--- config.mk ---
export PLATFORM = sky130hd
export DESIGN_NAME = axis_rr_arbiter_flat
export DESIGN_NICKNAME = d
export VERILOG_FILES = /design/src/rtl/axis_rr_arbiter_if.sv /design/src/rtl/axis_rr_arbiter.sv /design/src/flat_wrapper.sv
export SDC_FILE = /design/constraint.sdc
export NUM_CORES = 1
export LEC_CHECK = 0
export CORE_ASPECT_RATIO = 1.2
export CORE_UTILIZATION = 28
export DETAILED_ROUTE_END_ITERATION = 10
export PLACE_DENSITY = 0.68
export SLEW_MARGIN = 20
export SYNTH_ARGS = -nofsm -noshare
export SYNTH_HDL_FRONTEND = slang
export SYNTH_SLANG_ARGS = --single-unit
--- constraint.sdc ---
create_clock -name aclk -period 1.65 [get_ports aclk]
set_input_delay 0.2475 -clock aclk [delete_from_list [all_inputs] [get_ports aclk]]
set_output_delay 0.2475 -clock aclk [all_outputs]
set_load 0.01 [all_outputs]
--- src/rtl/axis_rr_arbiter_if.sv ---
// Stream bundle shared by NUM_IN sources, the round-robin arbiter and its single sink.
interface axis_rr_arbiter_if #(
    parameter int unsigned NUM_IN     = 4,
    parameter int unsigned DATA_WIDTH = 32
);
    localparam int unsigned ID_WIDTH = $clog2(NUM_IN);

    logic [NUM_IN*DATA_WIDTH-1:0] s_data;
    logic [NUM_IN-1:0]            s_valid;
    logic [NUM_IN-1:0]            s_last;
    logic [NUM_IN-1:0]            s_ready;
    logic [DATA_WIDTH-1:0]        m_data;
    logic                         m_last;
    logic [ID_WIDTH-1:0]          m_id;
    logic                         m_valid;
    logic                         m_ready;

    // Arbiter view
    modport slave (
        input  s_data, s_valid, s_last, m_ready,
        output s_ready, m_data, m_last, m_id, m_valid
    );

    // Environment view: the sources plus the downstream sink
    modport master (
        output s_data, s_valid, s_last, m_ready,
        input  s_ready, m_data, m_last, m_id, m_valid
    );
endinterface

--- src/rtl/axis_rr_arbiter.sv ---
// Packet-aware round-robin arbiter: NUM_IN AXI-Stream sources onto one sink
// through a single registered output stage.
module axis_rr_arbiter #(
    parameter int unsigned NUM_IN     = 4,
    parameter int unsigned DATA_WIDTH = 32
) (
    input  logic             aclk,
    input  logic             areset,
    axis_rr_arbiter_if.slave bus
);
    localparam int unsigned ID_WIDTH  = $clog2(NUM_IN);
    localparam int unsigned SUM_WIDTH = ID_WIDTH + 1;

    typedef enum logic {
        IDLE   = 1'b0,
        LOCKED = 1'b1
    } state_t;

    state_t                state, state_nxt;
    logic [ID_WIDTH-1:0]   grant, grant_nxt;
    logic [ID_WIDTH-1:0]   last_grant, last_grant_nxt;
    logic [ID_WIDTH-1:0]   rr_pick;
    logic [SUM_WIDTH-1:0]  rr_idx;
    logic                  rr_found;
    logic                  out_ready_c;
    logic                  accept_c;
    logic [DATA_WIDTH-1:0] src_data [NUM_IN];

    for (genvar i = 0; i < NUM_IN; i++) begin : g_src
        assign src_data[i] = bus.s_data[i*DATA_WIDTH +: DATA_WIDTH];
    end

    assign out_ready_c = !bus.m_valid || bus.m_ready;

    // First requester after last_grant, wrapping modulo NUM_IN
    always_comb begin
        rr_pick  = '0;
        rr_idx   = '0;
        rr_found = 1'b0;
        for (int unsigned i = 1; i <= NUM_IN; i++) begin
            rr_idx = {1'b0, last_grant} + SUM_WIDTH'(i);
            if (rr_idx >= SUM_WIDTH'(NUM_IN)) begin
                rr_idx = rr_idx - SUM_WIDTH'(NUM_IN);
            end
            if (!rr_found && bus.s_valid[rr_idx[ID_WIDTH-1:0]]) begin
                rr_pick  = rr_idx[ID_WIDTH-1:0];
                rr_found = 1'b1;
            end
        end
    end

    always_ff @(posedge aclk or posedge areset) begin
        if (areset) begin
            state      <= IDLE;
            grant      <= '0;
            last_grant <= ID_WIDTH'(NUM_IN - 1);
        end else begin
            state      <= state_nxt;
            grant      <= grant_nxt;
            last_grant <= last_grant_nxt;
        end
    end

    // Grant is held until the beat carrying s_last is accepted
    always_comb begin
        state_nxt      = state;
        grant_nxt      = grant;
        last_grant_nxt = last_grant;
        bus.s_ready    = '0;
        accept_c       = 1'b0;
        case (state)
            IDLE: begin
                if (|bus.s_valid) begin
                    grant_nxt = rr_pick;
                    state_nxt = LOCKED;
                end
            end
            LOCKED: begin
                bus.s_ready[grant] = out_ready_c;
                accept_c           = bus.s_valid[grant] && out_ready_c;
                if (accept_c && bus.s_last[grant]) begin
                    state_nxt      = IDLE;
                    last_grant_nxt = grant;
                end
            end
            default: state_nxt = IDLE;
        endcase
    end

    // One-deep output register; payload frozen while stalled
    always_ff @(posedge aclk or posedge areset) begin
        if (areset) begin
            bus.m_valid <= 1'b0;
            bus.m_data  <= '0;
            bus.m_last  <= 1'b0;
            bus.m_id    <= '0;
        end else if (accept_c) begin
            bus.m_valid <= 1'b1;
            bus.m_data  <= src_data[grant];
            bus.m_last  <= bus.s_last[grant];
            bus.m_id    <= grant;
        end else if (bus.m_ready) begin
            bus.m_valid <= 1'b0;
        end
    end
endmodule

--- src/flat_wrapper.sv ---
// flat-port wrapper written by rule: the top's interface ports become plain ports
module axis_rr_arbiter_flat 
#(
    parameter int unsigned NUM_IN     = 4,
    parameter int unsigned DATA_WIDTH = 32
)
  (aclk, areset, bus_s_data, bus_s_valid, bus_s_last, bus_m_ready, bus_s_ready, bus_m_data, bus_m_last, bus_m_id, bus_m_valid);
  axis_rr_arbiter_if #(.NUM_IN(NUM_IN), .DATA_WIDTH(DATA_WIDTH)) bus_i ();
  input  logic aclk;
  input  logic areset;
  input wire logic [$bits(bus_i.s_data)-1:0] bus_s_data;
  input wire logic [$bits(bus_i.s_valid)-1:0] bus_s_valid;
  input wire logic [$bits(bus_i.s_last)-1:0] bus_s_last;
  input wire logic [$bits(bus_i.m_ready)-1:0] bus_m_ready;
  output wire logic [$bits(bus_i.s_ready)-1:0] bus_s_ready;
  output wire logic [$bits(bus_i.m_data)-1:0] bus_m_data;
  output wire logic [$bits(bus_i.m_last)-1:0] bus_m_last;
  output wire logic [$bits(bus_i.m_id)-1:0] bus_m_id;
  output wire logic [$bits(bus_i.m_valid)-1:0] bus_m_valid;
  assign bus_i.s_data = bus_s_data;
  assign bus_i.s_valid = bus_s_valid;
  assign bus_i.s_last = bus_s_last;
  assign bus_i.m_ready = bus_m_ready;
  assign bus_s_ready = bus_i.s_ready;
  assign bus_m_data = bus_i.m_data;
  assign bus_m_last = bus_i.m_last;
  assign bus_m_id = bus_i.m_id;
  assign bus_m_valid = bus_i.m_valid;
  axis_rr_arbiter #(.NUM_IN(NUM_IN), .DATA_WIDTH(DATA_WIDTH)) u_core (.aclk(aclk), .areset(areset), .bus(bus_i));
endmodule
## Word level (Yosys, flattened, before mapping)

Index checks and enable logic that the tools add are counted.
Widths: inputs -> output; s select.

| storage, ports and cells | value |
|---|---|
| bits in read-only memories | 0 |
| logic and storage cells | 79 |
| bits in registers | 41 |
| memory bits (writable) | 0 |
| output and inout bits | 40 |
| latch bits | 0 |
| memories | 0 |
| bits of input ports | 139 |

| operators by class | value |
|---|---|
| reductions and logical operators | 15 |
| multiplexer cells | 35 |
| bitwise operators | 3 |
| multipliers | 0 |
| $lt $le $gt $ge | 11 |
| shift operators | 0 |
| eq/ne operators | 0 |
| div/mod/pow operators | 0 |
| $add $sub $neg | 8 |

Operators with widths:

| kind | number |
|---|---|
| $bmux 32 s2 | 1 |
| $mux 32 | 2 |
| $mux 2 | 8 |
| $ge 3x3->1 const B | 5 |
| $lt 2x3->1 const B | 5 |
| $mux 1 | 15 |
| $bmux 1 s2 | 6 |
| $sub 2x1->2 const B | 4 |
| $add 2x2->3 const B | 2 |
| $logic_and 1x1->1 | 6 |
| $and 4x4->4 | 1 |
| $logic_not 1->1 | 4 |
| $mux 4 | 1 |
| $reduce_and 2->1 | 2 |
| $reduce_or 4->1 | 1 |
| $add 2x1->3 const B | 1 |
| $add 2x3->3 const B | 1 |
| $not 2->3 | 1 |
| $demux 1 s2 | 1 |
| $ge 2x1->1 const B | 1 |
| $pmux 1 s2 | 1 |
| $reduce_bool 2->1 | 1 |
| $logic_or 1x1->1 | 1 |
| $not 1->1 | 1 |

## Depth between registers and ports, before layout

Gate-level depths: netlist of the first run.

| logic depth | value |
|---|---|
| word-level depth | 15 |
| depth in mapped cells | 6 |
| mapped depth without buffers | 4 |

## Worst setup path before layout of the first run

No wires, ideal clock.

| timing path | value |
|---|---|
| path kind | register to register |
| start point | register u_core.grant[1] |
| end point | register u_core.bus.m_data[0] |
| data required time | 1.525 ns |
| arrival time | 1.593 ns |
| path slack | -0.069 ns |
| setup time | 0.125 ns |
| cell stages (with the launch flop) | 6 |
| path buffers | 2 |
| period minus slack after synthesis | 1.719 ns |
| cell sequence | dfrtp_1 -> buf_6 -> mux4_2 -> nand3_4 -> buf_12 -> mux2_4 |

| on the way | value |
|---|---|
| cells in the longest elaborated chain, start to end | 4 |
| elaborated cells between the ends (all ways) | 8 |
| classes of those cells | 6 x mux; 1 x bitwise; 1 x reduce/logical |

RTL lines:

| what | line | RTL |
|---|---|---|
| start: declaration | axis_rr_arbiter.sv:20 | `logic [ID_WIDTH-1:0] grant, grant_nxt;` |
| start signal: assignment | axis_rr_arbiter.sv:59 | `grant <= grant_nxt;` |
| $bmux 1 s2 or $not 2->3 (tied branches) | axis_rr_arbiter.sv:80, axis_rr_arbiter.sv:99 |  |
| $mux 1 (implied by the code) or $bmux 32 s2 (tied branches) | axis_rr_arbiter.sv:80, axis_rr_arbiter.sv:99 |  |
| $logic_and 1x1->1 or $mux 32 (tied branches) | axis_rr_arbiter.sv:80, axis_rr_arbiter.sv:99 |  |
| $mux 1 or $mux 32 (tied branches) | axis_rr_arbiter.sv:71, axis_rr_arbiter.sv:99 |  |
| end signal: assignment | axis_rr_arbiter.sv:99 | `bus.m_data <= src_data[grant];` |
| end: declaration | axis_rr_arbiter_if.sv:21 | `output s_ready, m_data, m_last, m_id, m_valid` |

Parallel ways exist; a longest one is shown, timed or not. The select of a mux whose other input is x is not followed.
A chain may end at the register's enable or synchronous reset.

## Worst setup path after layout of the first run

| timing path | value |
|---|---|
| start point | register u_core.grant[1] |
| end point | register u_core.bus.m_data[10] |

The elaborated chain is that of the path after synthesis.

==> metrics.yaml, run 1 <==
grt:
  grt_pass1_wl_mm: 12.6
  antenna_found_initial: 0
  grt_overflow: 0
  grt_max_degree: 42
  grt_usage_pct: 16.6
  grt_pass1_vias: 2461
cells_and_area:
  fin_cells: 478
  final_area_um2: 4870
  regArea_um2: 1030
  post-route-util_pct: 53.6
  drive_gt1_share_pct: 32.4
  syn2layout_area_growth_pct: 85.4
  multiInputGateArea_um2: 1510
  filler_cell_count: 788
  nets: 496
  diodes: 0
worst_setup_path:
  max_stage_delay_ns: 0.56
  worstSetupStartpointType: "register"
  critPathTopFamily: "multiplexers"
  critical_path.endpoint_type: "register"
  worstPathRequired_ns: 1.82
  critPathKind: "reg -> reg"
  cp_slowest_cell: "mux4_2"
  worstPathArrival_ns: 1.87
  path_buf_inv: 1
  path_max_fanout: 14
  crit_chain: "mux4_2 -> nand3_4 -> buf_12 -> mux2_4"
logic_synthesis:
  synth_cell_types: 29
  syn_nets: 299
  synthXorXnorAreaFrac_pct: 0
  ys_seq_elements: 41
  synth_mux_area_share_pct: 49.3
  synthCells: 160
  synth_area_per_cell_um2: 16.4
  synth_area_um2: 2630
  ys_async_sr_fraction_pct: 100
  synth_top_family_by_area: "multiplexers"
  synth_edf_count: 0
  synth_fa_ha_area_share_pct: 0
  ys.flop_type: "dfrtp_1"
  synthSimpleGateAreaFrac_pct: 3.29
  synth_compound_area_share_pct: 3.29
  yosysWarningCount: 0
  yosysSeqAreaShare_pct: 39.1
drt:
  num_vias: 2229
  drc: 0
  wl_per_cell_um: 17.2
  drtIter0Drc: 33
  firstDrtPassIters: 4
  via_per_inst: 4.66
  postRouteWirelength_mm: 8.20
  ant_nets: 0
floorplanning:
  fp.dieH_um: 108
  die_x_um: 90.4
  io_pins: 179
  start_util_pct: 28.9
  die_area_um2: 9780
  core-area_um2: 9080
  row_count: 38
sta:
  fmax_ghz: 0.587
  holdWs_ns: 0.297
  hold_violations: 0
  layout_setup_ws_ns: -0.0542
  layout_min_cycle_time_ns: 1.70
  setup_violations: 33
  period_share_pct: 103
  slew-limit-headroom_pct: 85.1
  worstMarginPinSlew_ns: 0.221
  rsz0062_at_grt: "yes"
  tns_ns: -1.26
  final.setup_skew_ns: 0.00467
  maxSlewViolCount: 0
job:
  maxCapViolCount: 0
clocking:
  cts.clk_slew.worst_paths_ns: 0.08
  clockBufferDepth: 2
  cts_tree: "done"
  cts_buffers: 5
  clock_sinks: 41
  ctsHtreeMaxLevel: 2
  hold_buffers: 0
  clk_latency_ns: 0.28
  clock-root-buffer: "clkbuf_8"
status:
  violations: "setup timing"
  status: "finished, violations left"
min_path:
  hp-class: "in -> async"
placed_design:
  place_ws_ns: -0.341
  place_area_um2: 4670
  port-buffer-count: 178
  place.gp.congestion: 0.762
  dp_hpwl_mm: 6.22
  placed_cells: 465
power:
  p_leak_nw: 2.02
  total_power_mw: 8.02
  max-vdd-ir-drop_v: 0.000893
  power.density_nw_per_um2: 1650
-- registers in the layout, indices dropped and copies added (netlist names) --
| register | cells |
|---|---|
| u_core.bus.m_data | 32 |
| u_core.bus.m_id | 2 |
| u_core.grant | 2 |
| u_core.last_grant | 2 |
| u_core.bus.m_last | 1 |
| u_core.bus.m_valid | 1 |
| u_core.state | 1 |
-- synthesized netlist by cell type (3+ instances only) --
master	number	area, um^2
mux2_4	28	420
a21oi_1	3	15.0
mux2i_1	3	30.0
buf_2	3	15.0
dfrtp_1	39	976
o21ai_0	5	25.0
nand2_1	5	18.8
inv_1	5	18.8
buf_12	3	60.1
mux4_2	34	766
clkbuf_1	5	18.8
mux2_2	7	78.8
-- kinds of logic (layout without fill, tap and decap cells) --
kind of cell | Yosys count | count (layout)
mux | 72 | 72
flops | 41 | 41
buf+inv | 18 | 216
simple gates | 15 | 15
compound gates | 14 | 14
-- timing repair --
| action | in CTS | in global routing |
|---|---|---|
| gates resized for setup | 16 | 8 |
| cloned | 0 | 2 |
| endpoints found under the setup margin | 37 | 41 |
| setup buffers | 2 | 1 |
| pin swaps | 0 | 1 |
-- cells in the final DEF (no fill, tap or decap), drive strengths merged --
master,netlist,routed
and2,1,1
mux2,35,35
dfrtp,39,39
nand3,2,2
nand2b,1,1
a21boi,1,1
a31oi,1,1
nor2,1,1
mux2i,3,3
clkinv,0,2
dfstp,2,2
o31ai,1,1
inv,5,5
o41a,1,1
clkdlybuf4s15,0,3
nor3,2,2
o21a,1,1
nor4,1,1
buf,8,24
clkbuf,5,8
nand2,5,5
o21ai,5,5
clkdlybuf4s50,0,174
a21oi,3,3
and3,2,2
o22ai,1,1
mux4,34,34
-- tightest hold or removal path, cell delays in order --
cell and delay, ns:
clkdlybuf4s50_1 0.41, inv_2 0.07, buf_12 0.23
-- final timing paths --
kind / startpoint / to / slack, ns / cells past startpoint
worst min-delay path: areset / u_core.bus.m_data[23]$_DFFE_PP0P_ / 0.30 / 3
worst max register to register: u_core.grant[1]$_DFFE_PP0P_ / u_core.bus.m_data[10]$_DFFE_PP0P_ / -0.05 / 4
worst min register to register: u_core.bus.m_last$_DFFE_PP0P_ / u_core.bus.m_last$_DFFE_PP0P_ / 0.50 / 2
max in group asynchronous: areset / u_core.last_grant[0]$_DFFE_PP1P_ / 1.09 / 3
worst max-delay path: u_core.grant[1]$_DFFE_PP0P_ / u_core.bus.m_data[10]$_DFFE_PP0P_ / -0.05 / 4
min in group aclk: u_core.bus.m_last$_DFFE_PP0P_ / u_core.bus.m_last$_DFFE_PP0P_ / 0.50 / 2
-- power breakdown --
part | switching [mW] | total, mW | internal (mW)
registers | 0.329 | 1.90 | 1.57
logic | 1.92 | 5.48 | 3.57
clock network | 0.340 | 0.633 | 0.294
total | 2.59 | 8.02 | 5.43
-- per-layer routing --
metal / wire length (um) / vias up / global-route usage [%]
met5: 0 / - / 0
met4: 46 / 0 / 3.46
met3: 306 / 6 / 3.38
met2: 4720 / 69 / 32.3
met1: 3120 / 1124 / 18.7
li1: - / 1030 / -
-- cell type report --
cell class / instances / share of cell area (%)
Clock buffer: 6 / 1.49
Inverter: 5 / 0.385
Multi-Input combinational cell: 101 / 30.9
Timing Repair Buffer: 203 / 42.7
Tap cell: 120 / 3.08
Clock inverter: 2 / 0.205
Sequential cell: 41 / 21.2
Note: power is estimated with default switching activity, not from simulation.
==> run 2: changes to the inputs <==
--- a/config.mk
+++ b/config.mk
@@ -8,6 +8,7 @@
 export CORE_ASPECT_RATIO = 1.2
 export CORE_UTILIZATION = 28
 export DETAILED_ROUTE_END_ITERATION = 10
+export HOLD_SLACK_MARGIN = 0.06
 export PLACE_DENSITY = 0.68
 export SLEW_MARGIN = 20
 export SYNTH_ARGS = -nofsm -noshare
==> results of run 2 <==
No change in the layout: final DEF, timing and power equal those of run 1.
